--- src/rtl/writeback_stage_if.sv ---
`default_nettype none
// ============================================================================
// Module   : writeback_stage_if
// Brief    : Bundle of writeback-stage instruction inputs and register-file
//            write-port outputs. The producer (pipeline / bench) drives through
//            the master modport; the writeback stage consumes through slave.
// Revision : 1.0  initial release
// ============================================================================
interface writeback_stage_if;
  // Instruction side, driven by the memory stage
  logic        writeback_enable;
  logic        mem_read_enable;
  logic [3:0]  instruction_dest;
  logic [23:0] mem_read_data;
  logic [23:0] alu_result;

  // Register-file write port, driven by the writeback stage
  logic        writeback_enable_out;
  logic [3:0]  instruction_dest_out;
  logic [23:0] writeback_data_out;

  modport master (
    output writeback_enable,
    output mem_read_enable,
    output instruction_dest,
    output mem_read_data,
    output alu_result,
    input  writeback_enable_out,
    input  instruction_dest_out,
    input  writeback_data_out
  );

  modport slave (
    input  writeback_enable,
    input  mem_read_enable,
    input  instruction_dest,
    input  mem_read_data,
    input  alu_result,
    output writeback_enable_out,
    output instruction_dest_out,
    output writeback_data_out
  );
endinterface
`default_nettype wire

--- src/rtl/writeback_stage.sv ---
`default_nettype none
// ============================================================================
// Module   : writeback_stage
// Brief    : Final pipeline stage. Selects load data or ALU result, qualifies
//            the register-file write strobe and registers the write port with
//            exactly one cycle of latency. Idle cycles present an all-zero
//            write port (strobe, address and data all cleared).
// Config   : WB_R0_GUARD_EN - when defined, writes to register index 0 are
//            suppressed and look like an idle cycle.
// Revision : 1.0  initial release
// ============================================================================
module writeback_stage (
  input  logic             clk,
  input  logic             rst_n,
  writeback_stage_if.slave wb
);

  localparam logic [3:0]  c_dest_idle = 4'd0;
  localparam logic [23:0] c_data_idle = 24'd0;

  logic        w_wb_eff;
  logic [23:0] w_sel_data;

  logic        r_wb_en;
  logic [3:0]  r_wb_dest;
  logic [23:0] r_wb_data;

  // A load implies a register write even if the ALU-write flag is clear.
`ifdef WB_R0_GUARD_EN
  assign w_wb_eff = (wb.writeback_enable | wb.mem_read_enable) &
                    (wb.instruction_dest != c_dest_idle);
`else
  assign w_wb_eff = wb.writeback_enable | wb.mem_read_enable;
`endif

  // Load data wins over the ALU result when both enables are set.
  assign w_sel_data = wb.mem_read_enable ? wb.mem_read_data : wb.alu_result;

  // Output register: capture a qualified write, otherwise clear the port.
  always_ff @(posedge clk or negedge rst_n) begin
    if (!rst_n) begin
      r_wb_en   <= 1'b0;
      r_wb_dest <= c_dest_idle;
      r_wb_data <= c_data_idle;
    end else if (w_wb_eff) begin
      r_wb_en   <= 1'b1;
      r_wb_dest <= wb.instruction_dest;
      r_wb_data <= w_sel_data;
    end else begin
      r_wb_en   <= 1'b0;
      r_wb_dest <= c_dest_idle;
      r_wb_data <= c_data_idle;
    end
  end

  assign wb.writeback_enable_out = r_wb_en;
  assign wb.instruction_dest_out = r_wb_dest;
  assign wb.writeback_data_out   = r_wb_data;

endmodule
`default_nettype wire

--- src/flat_wrapper.sv ---
// flat-port wrapper written by rule: the top's interface ports become plain ports
module writeback_stage_flat 
  (clk, rst_n, wb_writeback_enable, wb_mem_read_enable, wb_instruction_dest, wb_mem_read_data, wb_alu_result, wb_writeback_enable_out, wb_instruction_dest_out, wb_writeback_data_out);
  writeback_stage_if wb_i ();
  input  logic clk;
  input  logic rst_n;
  input wire logic [$bits(wb_i.writeback_enable)-1:0] wb_writeback_enable;
  input wire logic [$bits(wb_i.mem_read_enable)-1:0] wb_mem_read_enable;
  input wire logic [$bits(wb_i.instruction_dest)-1:0] wb_instruction_dest;
  input wire logic [$bits(wb_i.mem_read_data)-1:0] wb_mem_read_data;
  input wire logic [$bits(wb_i.alu_result)-1:0] wb_alu_result;
  output wire logic [$bits(wb_i.writeback_enable_out)-1:0] wb_writeback_enable_out;
  output wire logic [$bits(wb_i.instruction_dest_out)-1:0] wb_instruction_dest_out;
  output wire logic [$bits(wb_i.writeback_data_out)-1:0] wb_writeback_data_out;
  assign wb_i.writeback_enable = wb_writeback_enable;
  assign wb_i.mem_read_enable = wb_mem_read_enable;
  assign wb_i.instruction_dest = wb_instruction_dest;
  assign wb_i.mem_read_data = wb_mem_read_data;
  assign wb_i.alu_result = wb_alu_result;
  assign wb_writeback_enable_out = wb_i.writeback_enable_out;
  assign wb_instruction_dest_out = wb_i.instruction_dest_out;
  assign wb_writeback_data_out = wb_i.writeback_data_out;
  writeback_stage u_core (.clk(clk), .rst_n(rst_n), .wb(wb_i));
endmodule
--- config.mk ---
export PLATFORM = sky130hd
export DESIGN_NAME = writeback_stage_flat
export DESIGN_NICKNAME = d
export VERILOG_FILES = /design/src/rtl/writeback_stage_if.sv /design/src/rtl/writeback_stage.sv /design/src/flat_wrapper.sv
export SDC_FILE = /design/constraint.sdc
export NUM_CORES = 1
export LEC_CHECK = 0
export ABC_AREA = 1
export CORE_MARGIN = 2
export CORE_UTILIZATION = 35
export CTS_CLUSTER_SIZE = 12
export DETAILED_ROUTE_END_ITERATION = 7
export GPL_ROUTABILITY_DRIVEN = 0
export GPL_TIMING_DRIVEN = 0
export HOLD_SLACK_MARGIN = 0.15
export PLACE_DENSITY = 0.81
export SLEW_MARGIN = 20
export SYNTH_ARGS = -nofsm -noshare
export SYNTH_HDL_FRONTEND = slang
export SYNTH_SLANG_ARGS = --single-unit
--- constraint.sdc ---
create_clock -name clk -period 0.8 [get_ports clk]
set_input_delay 0.12 -clock clk [delete_from_list [all_inputs] [get_ports clk]]
set_output_delay 0.12 -clock clk [all_outputs]
set_load 0.005 [all_outputs]
Yosys cells after proc, flatten, opt, wreduce, memory -nomap -nowiden:

Cells that the tools add are included.

* multiplexer cells: 4
* bitwise operators: 1

Operators by type and width (count)
* $mux W24: 2
* $mux W4: 1
* $mux W1: 1
* $or A1 B1 Y1: 1

* output and inout bits: 29
* input bits: 56
* flip-flop bits (word level): 29
* word-level logic and storage cells: 8

Logic depth before layout (Yosys ltp):

Gate-level depths: netlist (run 1).

* word-level depth: 2
* depth in mapped cells: 5
* gate-level depth less buffers: 4

Worst setup path after synthesis (run 1):

No wires, ideal clock.

* path type: in2reg
* start point: in wb_mem_read_enable
* end point: reg u_core.r_wb_dest[0] (netlist: u_core.wb.instruction_dest_out[0])
* path buffers: 1
* arrival time: 0.511 ns
* cell stages on the path: 3
* library setup time: 0.127 ns
* data required time: 0.673 ns
* path slack: 0.162 ns
* cells stage by stage: buf_6 -> nor2_1 -> nor2_1

* word-level cells in the longest chain between the ends: 2

Ends and longest elaborated chain
* start: declaration: line flat_wrapper.sv:8 `input wire logic [$bits(wb_i.mem_read_enable)-1:0] wb_mem_read_enable;`
* $or A1 B1 Y1: line writeback_stage.sv:33 `assign w_wb_eff = wb.writeback_enable | wb.mem_read_enable;`
* $mux W4: line writeback_stage.sv:45 `end else if (w_wb_eff) begin`
* end signal: assignment: line writeback_stage.sv:43 `r_wb_dest <= c_dest_idle;`
* end signal: assignment: line writeback_stage.sv:47 `r_wb_dest <= wb.instruction_dest;`
* end signal: assignment: line writeback_stage.sv:51 `r_wb_dest <= c_dest_idle;`
* end: declaration: line writeback_stage.sv:25 `logic [3:0] r_wb_dest;`

No other way between the ends.

Final worst setup path (run 1):

* start point: reg u_core.r_wb_data[2] (netlist: u_core.wb.writeback_data_out[2])
* end point: out wb_writeback_data_out[2]

RTL lines
* start: declaration: line writeback_stage.sv:26 `logic [23:0] r_wb_data;`
* start signal: assignment: line writeback_stage.sv:44 `r_wb_data <= c_data_idle;`
* start signal: assignment: line writeback_stage.sv:48 `r_wb_data <= w_sel_data;`
* start signal: assignment: line writeback_stage.sv:52 `r_wb_data <= c_data_idle;`
* end: declaration: line flat_wrapper.sv:14 `output wire logic [$bits(wb_i.writeback_data_out)-1:0] wb_writeback_data_out;`

No word-level cell between the ends.

==> results of run 1 <==
==> per-layer routing <==
| layer | GRT usage [%] | vias up |
|---|---|---|
| met5 | 0 | - |
| li1 | - | 556 |
| met3 | 7.04 | 2 |
| met1 | 18.3 | 502 |
| met4 | 7.90 | 0 |
| met2 | 27.8 | 41 |
==> worst min-delay path by stage <==
stage / endpoint / slack (ns) / cells past startpoint
after floorplan: u_core.wb.instruction_dest_out[0] / -0.18 / 0
after global placement: u_core.wb.writeback_enable_out / 0.39 / 3
after detailed placement: u_core.wb.instruction_dest_out[3] / 0.17 / 1
after CTS: u_core.wb.writeback_data_out[3] / -0.18 / 1
after global routing: u_core.wb.writeback_data_out[3] / -0.16 / 1
final: u_core.wb.writeback_data_out[3] / -0.19 / 1
==> metrics by stage <==
| step | hold WS [ns] | cell area (um2) | cells | setup WS (ns) |
|---|---|---|---|---|
| 6_report | -0.186 | 1960 | 259 | -0.125 |
| 5_1_grt | -0.157 | 1960 | 259 | -0.189 |
| 4_1_cts | -0.175 | 1960 | 259 | -0.152 |
| 3_5_place_dp | 0.173 | 2050 | 251 | -0.142 |
| 3_3_place_gp | 0.395 | 2060 | 251 | -0.836 |
| 2_1_floorplan | -0.176 | 1180 | 123 | 0.162 |
==> synthesized netlist by cell type <==
| library cell | n |
|---|---|
| buf_4 | 2 |
| buf_6 | 5 |
| buf_12 | 1 |
| a21oi_1 | 9 |
| dfrtp_1 | 29 |
| inv_1 | 7 |
| nand2_1 | 32 |
| nor2_2 | 2 |
| inv_8 | 1 |
| nor2_1 | 21 |
| nand3_1 | 14 |
==> state kept, by name, summed over array words and instances, names as in the netlist <==
| signal | flops |
|---|---|
| u_core.wb.writeback_data_out | 24 |
| u_core.wb.instruction_dest_out | 4 |
| u_core.wb.writeback_enable_out | 1 |
==> report_power, final <==
group	switching [mW]	internal, mW
clock	0.444	0.350
sequential	0.0206	1.57
combinational	0.245	0.390
==> cell families after synthesis <==
family	Yosys count	synth area share [%]
buffers and inverters	16	10.9
DFF	29	61.4
and+or+nand+nor	69	23.8
AOI/OAI and AO/OA	9	3.81
==> final cells by class <==
cell class / count / share of cell area (%)
Buffer: 8 / 4.66
Clock buffer: 8 / 2.49
Inverter: 8 / 1.92
Multi-Input combinational cell: 78 / 16.7
Sequential cell: 29 / 37.1
Tap cell: 46 / 2.94
Timing Repair Buffer: 82 / 34.2
==> timing repair <==
| action | in CTS | in global routing |
|---|---|---|
| hold endpoints to repair | 38 | 38 |
| setup endpoints to repair | 29 | 29 |
| resized for setup | 116 | 0 |
==> results.cfg, run 1 <==
[outcome]
status = complete, but fails checks
violations = negative hold slack, negative setup slack

[global_routing]
grt_pass1_wl_mm = 4.55
antenna_found_initial = 0
gr-usage-all-layers_pct = 16.7
gr-total-overflow = 0
grt_pass1_vias = 1041
grt_max_degree = 30

[timing]
worst_pin_slew_ns = 0.618
period_needed_ns = 0.925
drv_slew = 0
rsz0062_at_grt = true
holdWs_ns = -0.186
fin_crit_sh_pct = 116
setup_viol = 29
final.setup.worst_slack_ns = -0.125
hold_violations = 29
max_slew_margin_pct = 58.8
max_freq_mhz = 1080
fin_setup_tns_ns = -3.22

[critical_path]
critPathTopFamily = flip-flops
critPathCapture = wb_writeback_data_out[2]
cp-startpoint = u_core.wb.writeback_data_out[2]
crit_required_ns = 0.68
path_depth = 1
arrival_ns = 0.80
crit_buf_inv = 1
end_kind = output pin
crit_type = reg -> out
slowest_delay_ns = 0.37
critPathMaxFanout = 1
cpMaxStageDelayCell = dfrtp_1
worstSetupStartpointType = flip-flop
cp_cell_sequence = buf_2

[route]
vias = 1101
drtIter0Drc = 25
met3_length_um = 213
wl_per_cell_um = 11.1
drt-met1-wl_mm = 1.08
routed_wl_mm = 2.86
drc = 0
avgViaCountPerCell = 4.25
dr.pass1.iters = 6
route.met2.wl_mm = 1.54
highest_layer = met4
ant_nets = 0

[final_layout]
post_route_cells_drive_above_1_share_pct = 21.6
fillers = 309
seq_area_um2 = 726
layout_common_cells = clkdlybuf4s50_1 (52), nand2_1 (32), buf_2 (30)
fin_util_pct = 59.6
layout.nets = 268
synthToLayoutAreaGrowth_pct = 65.8
final_common_cell = clkdlybuf4s50_1
antenna_cells = 0
multiInputGateArea_um2 = 327

[placed_design]
place_hpwl_mm = 2.14
io_buffers = 82

[worst_hold_path]
hold_path.class = in -> async

[die]
dieArea_um2 = 3860
ios = 85
die_y_um = 62.1
core_um2 = 3280
initial_core_util_pct = 36.0
core.rowCount = 21
die_x_um = 62.1

[synthesis]
ys_warn_count = 0
netlist.area_leader.share_pct = 61.4
syn_nets = 179
synth_area_leaders = dfrtp_1 (61%), nand2_1 (10%), nor2_1 (6.7%), nand3_1 (5.9%), buf_6 (4.8%)
syn-cell-area_um2 = 1180
ys_seq_area_share_pct = 61.4
synth_cell_type_count = 11
synthCells = 123
ys_ff_latch = 29
synth_top_area_cell = dfrtp_1
syn_avg_cell_area_um2 = 9.60

[run]
maxCapViolations = 0

[cts]
numCtsBuffers = 5
clk_path_buf_depth = 2
ctsRootBufferMaster = clkbuf_4
path_clk_slew_ns = 0.08
ctsHtreeMaxLevel = 2
clock_sinks = 29
cts_tree = done
postCtsSetupBuffers = 0

[pwr]
p_per_area_nw_per_um2 = 1540
vdd_drop_max_uv = 871
p_leak_nw = 0.988
fin_total_pwr_mw = 3.02
Power figures use the tool's default switching activity.
==> run 2: changes to the inputs <==
Settings changed: ABC_AREA 1 to default, PLACE_DENSITY 0.81 to 0.83.
==> results.cfg, run 2 <==
[route]
dr.pass1.iters = 4
drc = 0
vias = 1120
ant_nets = 0
routed_wl_mm = 3.26
drtIter0Drc = 68
wl_per_cell_um = 13.0
avgViaCountPerCell = 4.48

[timing]
max_freq_mhz = 1050
max_slew_margin_pct = 58.2
worst_pin_slew_ns = 0.627
period_needed_ns = 0.949
final.setup.worst_slack_ns = -0.149
holdWs_ns = -0.191
drv_slew = 0
fin_crit_sh_pct = 119
setup_viol = 29
rsz0062_at_grt = true
hold_violations = 29

[cts]
path_clk_slew_ns = 0.09
clk_path_buf_depth = 2
cts_tree = done
clock_sinks = 29
ctsHtreeMaxLevel = 2
ctsRootBufferMaster = clkbuf_4
numCtsBuffers = 5

[pwr]
seq_power_share_pct = 53.1
fin_total_pwr_mw = 2.99
vdd_drop_max_uv = 785
p_leak_nw = 0.927
p_per_area_nw_per_um2 = 1570
p_comb_share_pct = 20.0
power_switching_mw = 0.726
p_sw_share_pct = 24.3
internal_power_mw = 2.27
clockPowerShare_pct = 26.9

[synthesis]
postSynth.asyncResetShare_pct = 100
synth_ff_type = dfrtp_1
synth_common_cells = nand2_1 (48), dfrtp_1 (29), o21ai_0 (24)
synth_cell_type_count = 10
ys_seq_area_share_pct = 65.0
synthCells = 115
synth.most_common_cell = nand2_1
syn-cell-area_um2 = 1120
synth_area_leaders = dfrtp_1 (65%), nand2_1 (16%), o21ai_0 (11%), buf_4 (4.0%), and2b_1 (2.0%)
ys_ff_latch = 29
netlist.area_leader.share_pct = 65.0
syn_avg_cell_area_um2 = 9.70
syn_nets = 171
ys_warn_count = 0
synth_top_area_cell = dfrtp_1
synth_edf_count = 0

[global_routing]
grt_pass1_vias = 1108
grt_max_degree = 30
gr-usage-all-layers_pct = 19.1
antenna_found_initial = 0
grt_pass1_wl_mm = 4.93
gr-total-overflow = 0

[worst_hold_path]
hold_path.class = in -> async

[die]
dieArea_um2 = 3660
core_um2 = 3050
initial_core_util_pct = 36.6
ios = 85
core.rowCount = 20
die_y_um = 60.5
die_x_um = 60.5

[critical_path]
arrival_ns = 0.83
crit_buf_inv = 1
cp_cell_sequence = buf_2
worstSetupStartpointType = flip-flop
path_depth = 1
critPathTopFamily = flip-flops
crit_type = reg -> out
end_kind = output pin
critPathMaxFanout = 1
cpMaxStageDelayCell = dfrtp_1
cp-startpoint = u_core.wb.writeback_data_out[1]
slowest_delay_ns = 0.38
critPathCapture = wb_writeback_data_out[1]
crit_required_ns = 0.68

[final_layout]
synthToLayoutAreaGrowth_pct = 70.9
final_common_cell = clkdlybuf4s50_1
largest_reg_flops = 24
antenna_cells = 0
fillers = 283
layout.nets = 261
layout_common_cells = clkdlybuf4s50_1 (52), nand2_1 (48), buf_2 (31)
post_route_cells_drive_above_1_share_pct = 21.8

[placed_design]
io_buffers = 83
place_hpwl_mm = 2.50
pre_cts_ws_ns = -0.495

[outcome]
violations = negative hold slack, negative setup slack
status = complete, but fails checks

[run]
maxCapViolations = 0
run 2: per-layer routing:
layer / track usage [%] / part of all wire, % / vias up
met5: 0 / 0 / -
met4: 8.70 / 2.3 / 0
met3: 8.32 / 13 / 9
met2: 32.8 / 46 / 72
met1: 20.5 / 39 / 498
li1: - / - / 541
run 2: stage by stage:
step           TNS (ns)  instance area, um2  instances  util, %
3_5_place_dp     -15.56                2000        242     65.4
2_1_floorplan         0                1120        115        -
5_1_grt           -5.16                1910        250     62.5
4_1_cts           -3.98                1910        250     62.5
3_3_place_gp     -36.68                2000        242     65.6
6_report          -3.57                1910        250     62.5
run 2: power groups by stage:
stage                     combinational, mW  sequential (mW)  clock [mW]
after floorplan                       0.144             1.64           0
after global placement                0.686             1.62           0
after detailed placement              0.701             1.63           0
after CTS                             0.605             1.59       0.837
after global routing                  0.659             1.60       0.936
final                                 0.597             1.59       0.806
run 2: layout make-up:
type	instances	area, um2	area share, %
inverters	1	3.75	0.197
plain buffers	8	58.8	3.08
multi-input cells	77	333	17.5
clock inverters	2	10.0	0.525
flip-flops and latches	29	726	38.1
well taps	44	55.1	2.89
repair buffers	83	679	35.6
clock buffers	6	41.3	2.17
run 2: kinds of logic after synthesis:
kind of cell    after synthesis  synth area share, %
simple gates                 53                 19.1
flops                        29                 65.0
compound gates               24                 10.8
buf+inv                       9                 5.16
run 2: worst min path at each step:
stage / from / endpoint / cells past startpoint
after global placement: wb_writeback_enable / u_core.wb.writeback_enable_out / 3
after CTS: rst_n / u_core.wb.writeback_data_out[20] / 1
final: rst_n / u_core.wb.instruction_dest_out[3] / 1
after detailed placement: rst_n / u_core.wb.instruction_dest_out[3] / 1
after global routing: rst_n / u_core.wb.writeback_data_out[21] / 1
after floorplan: rst_n / u_core.wb.instruction_dest_out[0] / 0
run 2: timing repair:
item	4_1_cts	5_1_grt
endpoints found under the setup margin	52	29
buffers inserted	0	0
resized for setup	119	0
endpoints found under the hold margin	34	34
==> run 3: changes to the inputs <==
Settings changed: CELL_PAD_IN_SITES_DETAIL_PLACEMENT from default to 1, CELL_PAD_IN_SITES_GLOBAL_PLACEMENT from default to 1, CORE_MARGIN 2 to default, CORE_UTILIZATION 35 to 24, PLACE_DENSITY 0.83 to default, PLACE_DENSITY_LB_ADDON from default to 0.1.
==> results.cfg, run 3 (synthesized netlist as in run 2, its figures left out) <==
[timing]
hold_violations = 29
holdWs_ns = -0.128
fin_setup_tns_ns = -2.19
max_freq_mhz = 1120
drv_slew = 0
worst_pin_slew_ns = 0.659
max_slew_margin_pct = 56.1
setup_viol = 29
period_needed_ns = 0.892
rsz0062_at_grt = true
final.setup.worst_slack_ns = -0.0919
fin_crit_sh_pct = 111

[final_layout]
largest_reg_flops = 24
antenna_cells = 0
layout.nets = 261
post_route_cells_drive_above_1_share_pct = 22.3
layout_common_cells = clkdlybuf4s50_1 (52), nand2_1 (48), buf_2 (31)
synthToLayoutAreaGrowth_pct = 76.6
final_common_cell = clkdlybuf4s50_1
fin_util_pct = 44.6

[pwr]
p_leak_nw = 0.950
p_per_area_nw_per_um2 = 1780
vdd_drop_max_uv = 636

[route]
wl_per_cell_um = 13.7
ant_nets = 0
drc = 0
routed_wl_mm = 3.53
dr.pass1.iters = 2
vias = 1099
drtIter0Drc = 32
avgViaCountPerCell = 4.26

[critical_path]
cp_cell_sequence = buf_2
arrival_ns = 0.77
critPathMaxFanout = 1
end_kind = output pin
critPathTopFamily = flip-flops
crit_buf_inv = 1
crit_required_ns = 0.68
worstSetupStartpointType = flip-flop
cp-startpoint = u_core.wb.writeback_data_out[14]
cpMaxStageDelayCell = dfrtp_1
slowest_delay_ns = 0.37
crit_type = reg -> out

[die]
core_um2 = 4410
dieArea_um2 = 4930
ios = 85
die_x_um = 70.2
initial_core_util_pct = 25.3
die_y_um = 70.2
core.rowCount = 24

[global_routing]
gr-usage-all-layers_pct = 15.6
gr-total-overflow = 0
grt_max_degree = 30
grt_pass1_wl_mm = 5.79
grt_pass1_vias = 1179
antenna_found_initial = 0

[worst_hold_path]
hold_path.class = in -> async

[cts]
ctsHtreeMaxLevel = 2
clk_path_buf_depth = 2
clock_sinks = 29
cts_tree = done
ctsRootBufferMaster = clkbuf_8
postCtsSetupBuffers = 0
path_clk_slew_ns = 0.06
numCtsBuffers = 5

[outcome]
violations = negative hold slack, negative setup slack
status = complete, but fails checks

[placed_design]
place_hpwl_mm = 2.71
pre_cts_ws_ns = -0.537
io_buffers = 83

[run]
maxCapViolations = 0
run 3: cell types whose count changed in the layout (fill, tap and decap cells not counted):
| cell | previous run | this run |
|---|---|---|
| clkbuf_8 | 0 | 7 |
| clkbuf_4 | 5 | 0 |
| buf_4 | 5 | 4 |
| buf_6 | 1 | 2 |
| clkbuf_1 | 1 | 0 |
| clkinv_2 | 2 | 1 |
run 3: through the flow:
stage / cell area [um2] / cells / total power, mW
after floorplan: 1120 / 115 / 1.78
after global placement: 2010 / 250 / 2.32
after CTS: 1970 / 258 / 3.57
after global routing: 1970 / 258 / 3.69
after detailed placement: 2010 / 250 / 2.34
final: 1970 / 258 / 3.51
run 3: power breakdown:
group	total, mW	leakage, nW	switching (mW)	internal (mW)
clock	1.31	0.0542	0.538	0.776
combinational	0.601	0.538	0.234	0.367
sequential	1.59	0.358	0.0232	1.57
run 3: worst paths after layout:
kind                       depth (start not counted)                                end
min                                                1    u_core.wb.writeback_data_out[0]
min in group clk                                   3     u_core.wb.writeback_enable_out
max in group asynchronous                          1  u_core.wb.instruction_dest_out[0]
max                                                1          wb_writeback_data_out[14]
run 3: what timing repair did:
item / in CTS / in global routing
gates resized for setup: 118 / 0
endpoints found under the setup margin: 57 / 29
hold endpoints to repair: 31 / 29
run 3: routing by layer:
metal,global-route usage (%),wire [um]
met1,17.3,1440
met3,5.48,301
met5,0,0
met2,26.4,1720
met4,8.00,66
run 3: layout make-up:
class / instances / area (um2)
Buffer: 8 / 62.6
Clock buffer: 7 / 96.3
Clock inverter: 1 / 5.00
Fill cell: 501 / 2440
Inverter: 1 / 3.75
Multi-Input combinational cell: 77 / 333
Sequential cell: 29 / 726
Tap cell: 52 / 65.1
Timing Repair Buffer: 83 / 679
